[src/rtl/pipe_hazard_ctrl_if.sv]
// Interface bundling the ID-stage hazard inputs and the controller's
// stall/flush/forward outputs for pipe_hazard_ctrl.
// Handshake: no valid/ready pair here. id_valid qualifies the ID fields in
// the same cycle; stall and flush_id are combinational answers for that
// cycle; fwd_sel_* are registered and describe the instruction now in EX.
interface pipe_hazard_ctrl_if #(
    parameter int RF_SIZE = 5,
    parameter int N_SLOTS = 3
);
    localparam int SEL_W = $clog2(N_SLOTS + 1);

    logic               id_valid;
    logic [RF_SIZE-1:0] id_rs1;
    logic [RF_SIZE-1:0] id_rs2;
    logic               id_rs1_used;
    logic               id_rs2_used;
    logic [RF_SIZE-1:0] id_rd;
    logic               id_reg_write;
    logic               id_mem_re;
    logic               ex_redirect;
    logic               stall;
    logic               flush_id;
    logic [SEL_W-1:0]   fwd_sel_a_ex;
    logic [SEL_W-1:0]   fwd_sel_b_ex;
    logic [31:0]        perf_stalls;
    logic [31:0]        perf_flushes;

    // Pipeline side: presents the ID instruction, consumes hazard decisions.
    modport master (
        output id_valid, id_rs1, id_rs2, id_rs1_used, id_rs2_used,
               id_rd, id_reg_write, id_mem_re, ex_redirect,
        input  stall, flush_id, fwd_sel_a_ex, fwd_sel_b_ex,
               perf_stalls, perf_flushes
    );

    // Controller side.
    modport slave (
        input  id_valid, id_rs1, id_rs2, id_rs1_used, id_rs2_used,
               id_rd, id_reg_write, id_mem_re, ex_redirect,
        output stall, flush_id, fwd_sel_a_ex, fwd_sel_b_ex,
               perf_stalls, perf_flushes
    );
endinterface

[src/rtl/pipe_hazard_ctrl.sv]
// Hazard and forwarding controller for an IF/ID/EX/MEM/WB style pipeline.
// A scoreboard shift register follows every instruction past ID
// (slot0=EX ... slot N_SLOTS-1=WB). From it the block derives the load-use
// stall, the ID flush on an EX redirect, and registered forward selects.
// Optional stall/flush counters are built when HAZARD_PERF_CNT_EN is defined.
module pipe_hazard_ctrl #(
    parameter int RF_SIZE  = 5,
    parameter int N_SLOTS  = 3,
    parameter int LOAD_LAT = 1
) (
    input logic               clk,
    input logic               rst,
    pipe_hazard_ctrl_if.slave hz
);
    localparam int SEL_W = $clog2(N_SLOTS + 1);

    // Scoreboard: one entry per post-ID stage, index 0 is the youngest.
    logic               slot_valid_q [N_SLOTS];
    logic [RF_SIZE-1:0] slot_rd_q    [N_SLOTS];
    logic               slot_wr_q    [N_SLOTS];
    logic               slot_ld_q    [N_SLOTS];

    logic               a_hit, b_hit;
    logic               a_ld, b_ld;
    int                 a_m, b_m;
    logic               stall_w;
    logic               enter_w;
    logic [SEL_W-1:0]   fwd_a_d, fwd_b_d;
    logic [SEL_W-1:0]   fwd_a_q, fwd_b_q;

    // Find the youngest producing slot for each used source. Scanning from
    // the oldest slot down lets the lowest index overwrite older matches.
    always_comb begin
        a_hit = 1'b0;
        a_ld  = 1'b0;
        a_m   = 0;
        b_hit = 1'b0;
        b_ld  = 1'b0;
        b_m   = 0;
        for (int k = N_SLOTS - 1; k >= 0; k--) begin
            if (slot_valid_q[k] && slot_wr_q[k] && hz.id_rs1_used &&
                (hz.id_rs1 != '0) && (slot_rd_q[k] == hz.id_rs1)) begin
                a_hit = 1'b1;
                a_ld  = slot_ld_q[k];
                a_m   = k;
            end
            if (slot_valid_q[k] && slot_wr_q[k] && hz.id_rs2_used &&
                (hz.id_rs2 != '0) && (slot_rd_q[k] == hz.id_rs2)) begin
                b_hit = 1'b1;
                b_ld  = slot_ld_q[k];
                b_m   = k;
            end
        end
    end

    // Load-use stall unless a redirect is discarding the ID instruction;
    // then decide whether ID moves into slot0 and what EX will forward.
    always_comb begin
        stall_w = hz.id_valid && !hz.ex_redirect &&
                  ((a_hit && a_ld && (a_m < LOAD_LAT)) ||
                   (b_hit && b_ld && (b_m < LOAD_LAT)));
        enter_w = hz.id_valid && !stall_w && !hz.ex_redirect;
        fwd_a_d = '0;
        fwd_b_d = '0;
        // A producer in the last slot writes the RF on this edge, so ID/EX
        // already captures the right value and no forward is needed.
        if (enter_w && a_hit && (a_m < N_SLOTS - 1)) begin
            fwd_a_d = SEL_W'(a_m + 1);
        end
        if (enter_w && b_hit && (b_m < N_SLOTS - 1)) begin
            fwd_b_d = SEL_W'(b_m + 1);
        end
    end

    assign hz.stall        = stall_w;
    assign hz.flush_id     = hz.ex_redirect;
    assign hz.fwd_sel_a_ex = fwd_a_q;
    assign hz.fwd_sel_b_ex = fwd_b_q;

    // Advance the scoreboard every cycle; the back end never stalls, so a
    // held or flushed ID instruction becomes a bubble in slot0.
    always_ff @(posedge clk or posedge rst) begin
        if (rst) begin
            for (int k = 0; k < N_SLOTS; k++) begin
                slot_valid_q[k] <= 1'b0;
                slot_rd_q[k]    <= '0;
                slot_wr_q[k]    <= 1'b0;
                slot_ld_q[k]    <= 1'b0;
            end
        end else begin
            for (int k = 1; k < N_SLOTS; k++) begin
                slot_valid_q[k] <= slot_valid_q[k-1];
                slot_rd_q[k]    <= slot_rd_q[k-1];
                slot_wr_q[k]    <= slot_wr_q[k-1];
                slot_ld_q[k]    <= slot_ld_q[k-1];
            end
            slot_valid_q[0] <= enter_w;
            slot_rd_q[0]    <= hz.id_rd;
            slot_wr_q[0]    <= hz.id_reg_write;
            slot_ld_q[0]    <= hz.id_mem_re;
        end
    end

    // Forward selects for the instruction entering EX (zero for bubbles).
    always_ff @(posedge clk or posedge rst) begin
        if (rst) begin
            fwd_a_q <= '0;
            fwd_b_q <= '0;
        end else begin
            fwd_a_q <= fwd_a_d;
            fwd_b_q <= fwd_b_d;
        end
    end

`ifdef HAZARD_PERF_CNT_EN
    logic [31:0] perf_stalls_q,  perf_stalls_d;
    logic [31:0] perf_flushes_q, perf_flushes_d;

    // Saturating event counters.
    always_comb begin
        perf_stalls_d  = perf_stalls_q;
        perf_flushes_d = perf_flushes_q;
        if (stall_w && (perf_stalls_q != 32'hFFFF_FFFF)) begin
            perf_stalls_d = perf_stalls_q + 32'd1;
        end
        if (hz.ex_redirect && (perf_flushes_q != 32'hFFFF_FFFF)) begin
            perf_flushes_d = perf_flushes_q + 32'd1;
        end
    end

    // Counter registers.
    always_ff @(posedge clk or posedge rst) begin
        if (rst) begin
            perf_stalls_q  <= '0;
            perf_flushes_q <= '0;
        end else begin
            perf_stalls_q  <= perf_stalls_d;
            perf_flushes_q <= perf_flushes_d;
        end
    end

    assign hz.perf_stalls  = perf_stalls_q;
    assign hz.perf_flushes = perf_flushes_q;
`else
    assign hz.perf_stalls  = '0;
    assign hz.perf_flushes = '0;
`endif
endmodule
[src/flat_wrapper.sv]
// flat-port wrapper written by rule: the top's interface ports become plain ports
module pipe_hazard_ctrl_flat 
#(
    parameter int RF_SIZE  = 5,
    parameter int N_SLOTS  = 3,
    parameter int LOAD_LAT = 1
)
  (clk, rst, hz_id_valid, hz_id_rs1, hz_id_rs2, hz_id_rs1_used, hz_id_rs2_used, hz_id_rd, hz_id_reg_write, hz_id_mem_re, hz_ex_redirect, hz_stall, hz_flush_id, hz_fwd_sel_a_ex, hz_fwd_sel_b_ex, hz_perf_stalls, hz_perf_flushes);
  pipe_hazard_ctrl_if #(.RF_SIZE(RF_SIZE), .N_SLOTS(N_SLOTS)) hz_i ();
  input logic clk;
  input logic rst;
  input wire logic [$bits(hz_i.id_valid)-1:0] hz_id_valid;
  input wire logic [$bits(hz_i.id_rs1)-1:0] hz_id_rs1;
  input wire logic [$bits(hz_i.id_rs2)-1:0] hz_id_rs2;
  input wire logic [$bits(hz_i.id_rs1_used)-1:0] hz_id_rs1_used;
  input wire logic [$bits(hz_i.id_rs2_used)-1:0] hz_id_rs2_used;
  input wire logic [$bits(hz_i.id_rd)-1:0] hz_id_rd;
  input wire logic [$bits(hz_i.id_reg_write)-1:0] hz_id_reg_write;
  input wire logic [$bits(hz_i.id_mem_re)-1:0] hz_id_mem_re;
  input wire logic [$bits(hz_i.ex_redirect)-1:0] hz_ex_redirect;
  output wire logic [$bits(hz_i.stall)-1:0] hz_stall;
  output wire logic [$bits(hz_i.flush_id)-1:0] hz_flush_id;
  output wire logic [$bits(hz_i.fwd_sel_a_ex)-1:0] hz_fwd_sel_a_ex;
  output wire logic [$bits(hz_i.fwd_sel_b_ex)-1:0] hz_fwd_sel_b_ex;
  output wire logic [$bits(hz_i.perf_stalls)-1:0] hz_perf_stalls;
  output wire logic [$bits(hz_i.perf_flushes)-1:0] hz_perf_flushes;
  assign hz_i.id_valid = hz_id_valid;
  assign hz_i.id_rs1 = hz_id_rs1;
  assign hz_i.id_rs2 = hz_id_rs2;
  assign hz_i.id_rs1_used = hz_id_rs1_used;
  assign hz_i.id_rs2_used = hz_id_rs2_used;
  assign hz_i.id_rd = hz_id_rd;
  assign hz_i.id_reg_write = hz_id_reg_write;
  assign hz_i.id_mem_re = hz_id_mem_re;
  assign hz_i.ex_redirect = hz_ex_redirect;
  assign hz_stall = hz_i.stall;
  assign hz_flush_id = hz_i.flush_id;
  assign hz_fwd_sel_a_ex = hz_i.fwd_sel_a_ex;
  assign hz_fwd_sel_b_ex = hz_i.fwd_sel_b_ex;
  assign hz_perf_stalls = hz_i.perf_stalls;
  assign hz_perf_flushes = hz_i.perf_flushes;
  pipe_hazard_ctrl #(.RF_SIZE(RF_SIZE), .N_SLOTS(N_SLOTS), .LOAD_LAT(LOAD_LAT)) u_core (.clk(clk), .rst(rst), .hz(hz_i));
endmodule
[config.mk]
export PLATFORM = sky130hd
export DESIGN_NAME = pipe_hazard_ctrl_flat
export DESIGN_NICKNAME = d
export VERILOG_FILES = /design/src/rtl/pipe_hazard_ctrl_if.sv /design/src/rtl/pipe_hazard_ctrl.sv /design/src/flat_wrapper.sv
export SDC_FILE = /design/constraint.sdc
export NUM_CORES = 1
export LEC_CHECK = 0
export ABC_AREA = 1
export BUFFER_PORTS_ARGS = -buffer_cell sky130_fd_sc_hd__clkbuf_2
export CAP_MARGIN = 5
export CORE_MARGIN = 4
export CORE_UTILIZATION = 48
export CTS_CLUSTER_SIZE = 14
export DETAILED_ROUTE_END_ITERATION = 7
export PLACE_DENSITY = 0.9
export SLEW_MARGIN = 30
export SYNTH_ARGS = -nofsm -noshare
export SYNTH_HDL_FRONTEND = slang
export SYNTH_SLANG_ARGS = --single-unit
[constraint.sdc]
create_clock -name clk -period 2.59 [get_ports clk]
set_clock_uncertainty 0.15 [all_clocks]
set_input_delay 0.518 -clock clk [delete_from_list [all_inputs] [get_ports clk]]
set_output_delay 0.518 -clock clk [all_outputs]
set_load 0.01 [all_outputs]
# Yosys cells after proc, flatten, opt, wreduce, memory -nomap -nowiden
# Cells that the tools add are included.
[classes]
addsub = 2
magnitude_cmp = 4
eq_ne = 6
n_mux = 20
n_reduce_logical = 38
[ops]
columns = ["op", "n"]
rows = [
  ["logical AND 1 bit", 33],
  ["equality test 5 bit", 6],
  ["2-to-1 mux 2 bit", 8],
  ["2-to-1 mux 1 bit", 12],
  ["nonzero test 5 bit", 2],
  ["adder 2 x 1 -> 2 bit, second input constant", 2],
  ["< comparator 2 x 1 -> 1 bit, second input constant", 2],
  ["< comparator 2 bit, second input constant", 2],
  ["logical NOT 1 bit", 2],
  ["logical OR 1 bit", 1],
]
[totals]
ff_bits = 28
inputBits = 23
out_inout_bits = 70
elab_cells = 84

# Depth between registers and ports, before layout
[logic_depth]
depth_word = 17
ltp_mapped = 15
depth_no_buf = 14

# Worst setup path before layout
# OpenSTA, ideal clock, no wires.
[synth_timing]
path_kind = "input-to-output"
start = "input hz_id_rs2[0]"
end = "output hz_stall"
arrival_ns = 1.765
required_ns = 1.922
path_slack_ns = 0.157
path_stages = 12
path_buffers = 1
cell_sequence = "buf_6 -> xor2_1 -> nor2_1 -> nand2_1 -> nor2_1 -> inv_1 -> nand4_1 -> ha_1 -> nand2_1 -> nor2_1 -> nand2_2 -> a21oi_1"
[synth_via]
elab_chain_len = 10
elab_cells_between_ends = 24
classes_between = "1 x order compare; 3 x eq/ne; 9 x mux; 11 x reduce/logical"
[synth_rtl]
columns = ["item", "line_no", "source"]
rows = [
  ["from (decl)", "flat_wrapper.sv:14", "input wire logic [$bits(hz_i.id_rs2)-1:0] hz_id_rs2;"],
  ["nonzero test 5 bit", "pipe_hazard_ctrl.sv:48", "(hz.id_rs2 != '0) && (slot_rd_q[k] == hz.id_rs2)) begin"],
  ["logical AND 1 bit", "pipe_hazard_ctrl.sv:47", "if (slot_valid_q[k] && slot_wr_q[k] && hz.id_rs2_used &&"],
  ["logical AND 1 bit", "pipe_hazard_ctrl.sv:48", ""],
  ["2-to-1 mux 2 bit / 2-to-1 mux 1 bit (equally long branches) (3 in series)", "pipe_hazard_ctrl.sv:47", ""],
  ["< comparator 2 x 1 -> 1 bit / logical AND 1 bit (equally long branches)", "pipe_hazard_ctrl.sv:61", "(b_hit && b_ld && (b_m < LOAD_LAT)));"],
  ["logical AND 1 bit *", "pipe_hazard_ctrl.sv:61", ""],
  ["logical OR 1 bit *", "pipe_hazard_ctrl.sv:60", "((a_hit && a_ld && (a_m < LOAD_LAT)) ||"],
  ["logical AND 1 bit *", "pipe_hazard_ctrl.sv:59", "stall_w = hz.id_valid && !hz.ex_redirect &&"],
  ["to (decl)", "flat_wrapper.sv:21", "output wire logic [$bits(hz_i.stall)-1:0] hz_stall;"],
]
# Every way passes the cells marked *; elsewhere a longest branch is shown, timed or not.

# Worst setup path after layout
[layout_timing]
start = "register u_core.slot_rd_q[11] (netlist name)"
end = "output hz_stall"
[layout_via]
elab_chain_len = 7
elab_cells_between_ends = 18
classes_between = "2 x order compare; 2 x eq/ne; 6 x mux; 8 x reduce/logical"
[layout_rtl]
columns = ["item", "line_no", "source"]
rows = [
  ["from (decl)", "pipe_hazard_ctrl.sv:19", "logic [RF_SIZE-1:0] slot_rd_q [N_SLOTS];"],
  ["from (signal, indexed assignment)", "pipe_hazard_ctrl.sv:93", "slot_rd_q[k] <= slot_rd_q[k-1];"],
  ["equality test 5 bit (on tied branches)", "pipe_hazard_ctrl.sv:42, pipe_hazard_ctrl.sv:48", ""],
  ["logical AND 1 bit (on tied branches)", "pipe_hazard_ctrl.sv:42, pipe_hazard_ctrl.sv:48", ""],
  ["2-to-1 mux 2 bit, or another cell as far along", "pipe_hazard_ctrl.sv:41", "if (slot_valid_q[k] && slot_wr_q[k] && hz.id_rs1_used &&"],
  ["< comparator 2 x 1 -> 1 bit, or another cell as far along", "pipe_hazard_ctrl.sv:60", ""],
  ["logical AND 1 bit (on tied branches)", "pipe_hazard_ctrl.sv:60, pipe_hazard_ctrl.sv:61", ""],
  ["logical OR 1 bit *", "pipe_hazard_ctrl.sv:60", ""],
  ["logical AND 1 bit *", "pipe_hazard_ctrl.sv:59", ""],
]
# Marks and branches as above.

==> impl_results.html <==
<table>
<tr><th>Metric</th><th>Value</th></tr>
<tr><th colspan="2">STA</th></tr>
<tr><td>Min Clock Period, post-route</td><td>about 2.7 ns</td></tr>
<tr><td>Final worst-path cycle share</td><td>105%</td></tr>
<tr><td>Fmax</td><td>between 0.3 and 0.4 GHz</td></tr>
<tr><td>Setup slack after layout</td><td>-0.117 ns</td></tr>
<tr><td>WHS</td><td>approximately 0.12 ns</td></tr>
<tr><td>Number of endpoints with negative hold slack in the final report</td><td>0</td></tr>
<tr><td>Unrepaired setup endpoints after global routing</td><td>yes</td></tr>
<tr><td>Final setup violation count</td><td>6</td></tr>
<tr><td>Number of max-slew violations in the final report</td><td>0</td></tr>
<tr><th colspan="2">Outcome</th></tr>
<tr><td>Violations in the final reports</td><td>negative setup slack</td></tr>
<tr><td>Result of the run</td><td>complete, but fails checks</td></tr>
<tr><th colspan="2">Clocking</th></tr>
<tr><td>Worst-case clock buffer depth</td><td>2</td></tr>
<tr><td>Number of sinks handled by clock tree synthesis</td><td>28</td></tr>
<tr><td>Clock Root Buffer</td><td>sky130_fd_sc_hd__clkbuf_8</td></tr>
<tr><td>Clock tree from TritonCTS</td><td>built</td></tr>
<tr><td>Latest clock arrival within the worst-skew pair</td><td>0.27 ns</td></tr>
<tr><td>Cts bufs inserted</td><td>3</td></tr>
<tr><td>H-tree levels</td><td>1</td></tr>
<tr><td>Clk pin slew, worst setup/hold paths</td><td>around 0.09 ns</td></tr>
<tr><th colspan="2">Flow run</th></tr>
<tr><td>Number of maximum-capacitance violations</td><td>0</td></tr>
<tr><th colspan="2">Worst setup path</th></tr>
<tr><td>Largest stage delay, worst path</td><td>~0.45 ns</td></tr>
<tr><td>Standard cell with the maximum stage delay on the critical path</td><td>sky130_fd_sc_hd__dfrtp_1</td></tr>
<tr><td>Maximum net fanout on the critical path</td><td>5</td></tr>
<tr><td>Crit path capture type</td><td>output port</td></tr>
<tr><td>Critical path class</td><td>flip-flop to output port</td></tr>
<tr><td>Worst endpoint required time</td><td>about 1.9 ns</td></tr>
<tr><td>Worst endpoint data arrival time</td><td>2.04 ns</td></tr>
<tr><td>Crit-path cells</td><td>inv_1 &gt; nand2_1 &gt; nand2_1 &gt; nor2_2 &gt; nand4_1 &gt; nand4_1 &gt; ha_2 &gt; a21boi_2 &gt; nand3_2 &gt; a21oi_2 &gt; buf_2</td></tr>
<tr><td>CP startpoint kind</td><td>flip-flop</td></tr>
<tr><th colspan="2">Finish</th></tr>
<tr><td>Layout Utilization</td><td>between 50 and 60%</td></tr>
<tr><td>Fill count</td><td>a little over 400</td></tr>
<tr><td>Post-Layout Cell Count</td><td>about 420</td></tr>
<tr><td>Final Net Count</td><td>a little under 400</td></tr>
<tr><td>Ratio of cells with drive above 1 in the final layout</td><td>roughly 30%</td></tr>
<tr><td>Post-route cell area</td><td>2540 um^2</td></tr>
<tr><td>Layout Area Growth over Synthesis</td><td>17.8%</td></tr>
<tr><td>Number of antenna repair diodes</td><td>0</td></tr>
<tr><th colspan="2">Placed design</th></tr>
<tr><td>Routability congestion estimate from global placement</td><td>just over 0.9</td></tr>
<tr><td>DP Cell Count</td><td>401</td></tr>
<tr><td>Post-detailed-placement half-perimeter wirelength</td><td>roughly 3600 um</td></tr>
<tr><td>Cell Area, Placed</td><td>2260 um^2</td></tr>
<tr><td>I/O Buffers</td><td>28</td></tr>
<tr><th colspan="2">Pwr</th></tr>
<tr><td>Worst VDD drop</td><td>approximately 400 uV</td></tr>
<tr><td>Clock share of power</td><td>~28%</td></tr>
<tr><td>Internal power of the cells</td><td>roughly 0.67 mW</td></tr>
<tr><td>Comb pwr share</td><td>23.2%</td></tr>
<tr><td>Net switching power</td><td>just under 0.3 mW</td></tr>
<tr><td>Leak Pwr</td><td>approximately 1.4 nW</td></tr>
<tr><td>Sw Ratio</td><td>approximately 30%</td></tr>
<tr><td>Reg power frac</td><td>between 40 and 50%</td></tr>
<tr><td>Post-layout total power</td><td>slightly below 1 mW</td></tr>
<tr><td>Pwr dens</td><td>roughly 380 nW/um^2</td></tr>
<tr><th colspan="2">Route</th></tr>
<tr><td>Via count</td><td>around 1800</td></tr>
<tr><td>Total wire length after detailed routing</td><td>4530 um</td></tr>
<tr><td>Wire length per cell</td><td>around 11 um</td></tr>
<tr><td>DRC</td><td>0</td></tr>
<tr><td>Number of antenna-violating nets in the routed design</td><td>0</td></tr>
<tr><td>Pre-Repair DR Iteration Count</td><td>4</td></tr>
<tr><td>Starting DRC count in detailed routing</td><td>60</td></tr>
<tr><td>Vias per cell</td><td>approximately 4.3</td></tr>
<tr><th colspan="2">Floorplan</th></tr>
<tr><td>Die Height</td><td>~75 um</td></tr>
<tr><td>Initial core utilization</td><td>49.5%</td></tr>
<tr><td>Floorplan die width</td><td>75.0 um</td></tr>
<tr><td>Number of ports placed on the die boundary</td><td>slightly above 90</td></tr>
<tr><td>Core area</td><td>4350 um^2</td></tr>
<tr><td>Cell Rows</td><td>24</td></tr>
<tr><td>Die area</td><td>around 5600 um^2</td></tr>
<tr><th colspan="2">Global route</th></tr>
<tr><td>Vias in the first global route</td><td>approximately 1600</td></tr>
<tr><td>Global Route Usage Sum</td><td>~16%</td></tr>
<tr><td>Largest net degree at the start of global routing</td><td>29</td></tr>
<tr><td>Leftover overflow at the end of global routing</td><td>0</td></tr>
<tr><td>Wire length of the first global-routing pass</td><td>between 6000 and 7000 um</td></tr>
<tr><td>Number of antenna violations at the first check in global routing</td><td>0</td></tr>
<tr><th colspan="2">Synth</th></tr>
<tr><td>Post-synthesis cell count</td><td>302</td></tr>
<tr><td>Share of flip-flops with an asynchronous set or reset</td><td>100%</td></tr>
<tr><td>Synth Cell Area</td><td>2160 um^2</td></tr>
<tr><td>Number of synthesis warnings</td><td>0</td></tr>
<tr><td>Synth top area cells</td><td>sky130_fd_sc_hd__dfrtp_1, sky130_fd_sc_hd__buf_4, sky130_fd_sc_hd__nand2_1</td></tr>
<tr><td>Distinct cell type count after synthesis</td><td>23</td></tr>
<tr><td>Share of the synthesized area in the top cell type</td><td>between 30% and 40%</td></tr>
<tr><td>Number of enable flip-flop cells after synthesis</td><td>0</td></tr>
<tr><td>Top cells by count, synth</td><td>sky130_fd_sc_hd__nand2_1, sky130_fd_sc_hd__buf_4, sky130_fd_sc_hd__nor2_1</td></tr>
<tr><td>Most repeated cell in the gate-level netlist after synthesis</td><td>sky130_fd_sc_hd__nand2_1</td></tr>
<tr><td>Synthesized area per cell</td><td>~7.1 um^2</td></tr>
<tr><td>Post-synthesis sequential element count</td><td>28</td></tr>
<tr><td>Primary FF master, synth</td><td>sky130_fd_sc_hd__dfrtp_1</td></tr>
<tr><td>Share of synthesized area occupied by flip-flops and latches</td><td>between 30% and 40%</td></tr>
<tr><td>Library cell with the largest summed area after synthesis</td><td>sky130_fd_sc_hd__dfrtp_1</td></tr>
<tr><th colspan="2">Hold path</th></tr>
<tr><td>HP Class</td><td>input port to async pin</td></tr>
</table>
-- flip-flops by register name (all words and copies together) (netlist names) --
| name | flops |
|---|---|
| u_core.slot_rd_q | 15 |
| u_core.slot_ld_q | 3 |
| u_core.slot_valid_q | 3 |
| u_core.hz.fwd_sel_a_ex | 2 |
| u_core.hz.fwd_sel_b_ex | 2 |
| u_core.slot_wr_q | 3 |
-- per-layer routing --
metal  vias up  GRT usage [%]  share of wire (%)
li1        909              -                  -
met1       829           18.2                 37
met2        85           30.9                 53
met3         9           2.14                8.8
met4         0           4.35                1.8
met5         -              0                  0
-- power by group through the flow --
stage	combinational [mW]	sequential, mW	clock [mW]
final	0.224	0.474	0.267
after global routing	0.254	0.477	0.293
after CTS	0.207	0.474	0.275
after detailed placement	0.196	0.483	0
after global placement	0.193	0.482	0
after floorplan	0.208	0.478	0
-- cell families after synthesis --
family                     Yosys count  share of synthesized area (%)
adders and majority gates            2                           1.16
DFF                                 28                           32.5
and+or+nand+nor                    151                           30.5
xor gates and xnor gates            11                           4.47
buffers and inverters              101                           29.3
other                                1                          0.174
AOI/OAI and AO/OA                    8                           1.97
-- area by class of cell --
cell class	instances	area [um^2]	area share, %
clock buffer	4	55.1	2.17
inverter	35	131	5.17
multi-input combinational	236	1120	44.3
sequential	28	701	27.6
tap	52	65.1	2.56
timing repair buffer	68	463	18.2
-- cell usage in the layout (no fill, tap or decap), drive strengths merged --
| cell type | instances |
|---|---|
| nand4 | 4 |
| and2 | 2 |
| ha | 2 |
| buf | 41 |
| a21oi | 3 |
| xor2 | 2 |
| clkbuf | 31 |
| nor2b | 1 |
| a21boi | 1 |
| dfrtp | 28 |
| nor2 | 40 |
| o21ai | 4 |
| inv | 35 |
| nand2 | 92 |
| xnor2 | 9 |
| nand3 | 12 |
| conb | 64 |
-- per-stage QoR --
step	setup TNS (ns)	setup WS (ns)
global route	-1.34	-0.297
finish	-0.258	-0.117
floorplan	0	0.157
global placement	-0.126	-0.126
detailed placement	-0.202	-0.202
CTS	-0.202	-0.110
-- worst max-delay path, delay by kind of cell, from the launching register on --
family          cells  cell delay [ns]
buf+inv             2             0.20
fa+ha+maj           1             0.16
flops               1             0.45
simple gates        6             0.64
compound gates      2             0.32
-- path summary, 6_finish.rpt --
check,startpoint,to,slack [ns],cells after the start
worst max-delay path,u_core.slot_rd_q[11],hz_stall,-0.12,11
worst min-delay path,rst,u_core.slot_rd_q[8],0.12,3
worst max register to register,u_core.slot_rd_q[11],u_core.hz.fwd_sel_b_ex[0],-0.03,18
worst min register to register,u_core.slot_ld_q[2],u_core.slot_ld_q[1],0.24,0
max in group asynchronous,rst,u_core.slot_ld_q[0],1.91,3
min in group clk,hz_id_rd[2],u_core.slot_rd_q[12],0.19,1
-- repair_timing --
action,4_1_cts,5_1_grt
hold buffers,0,0
pin swaps,7,17
resized for setup,10,22
setup endpoints to repair,1,6
buffers inserted,10,13
gates cloned,0,0
(Power assumes the default switching activity.)
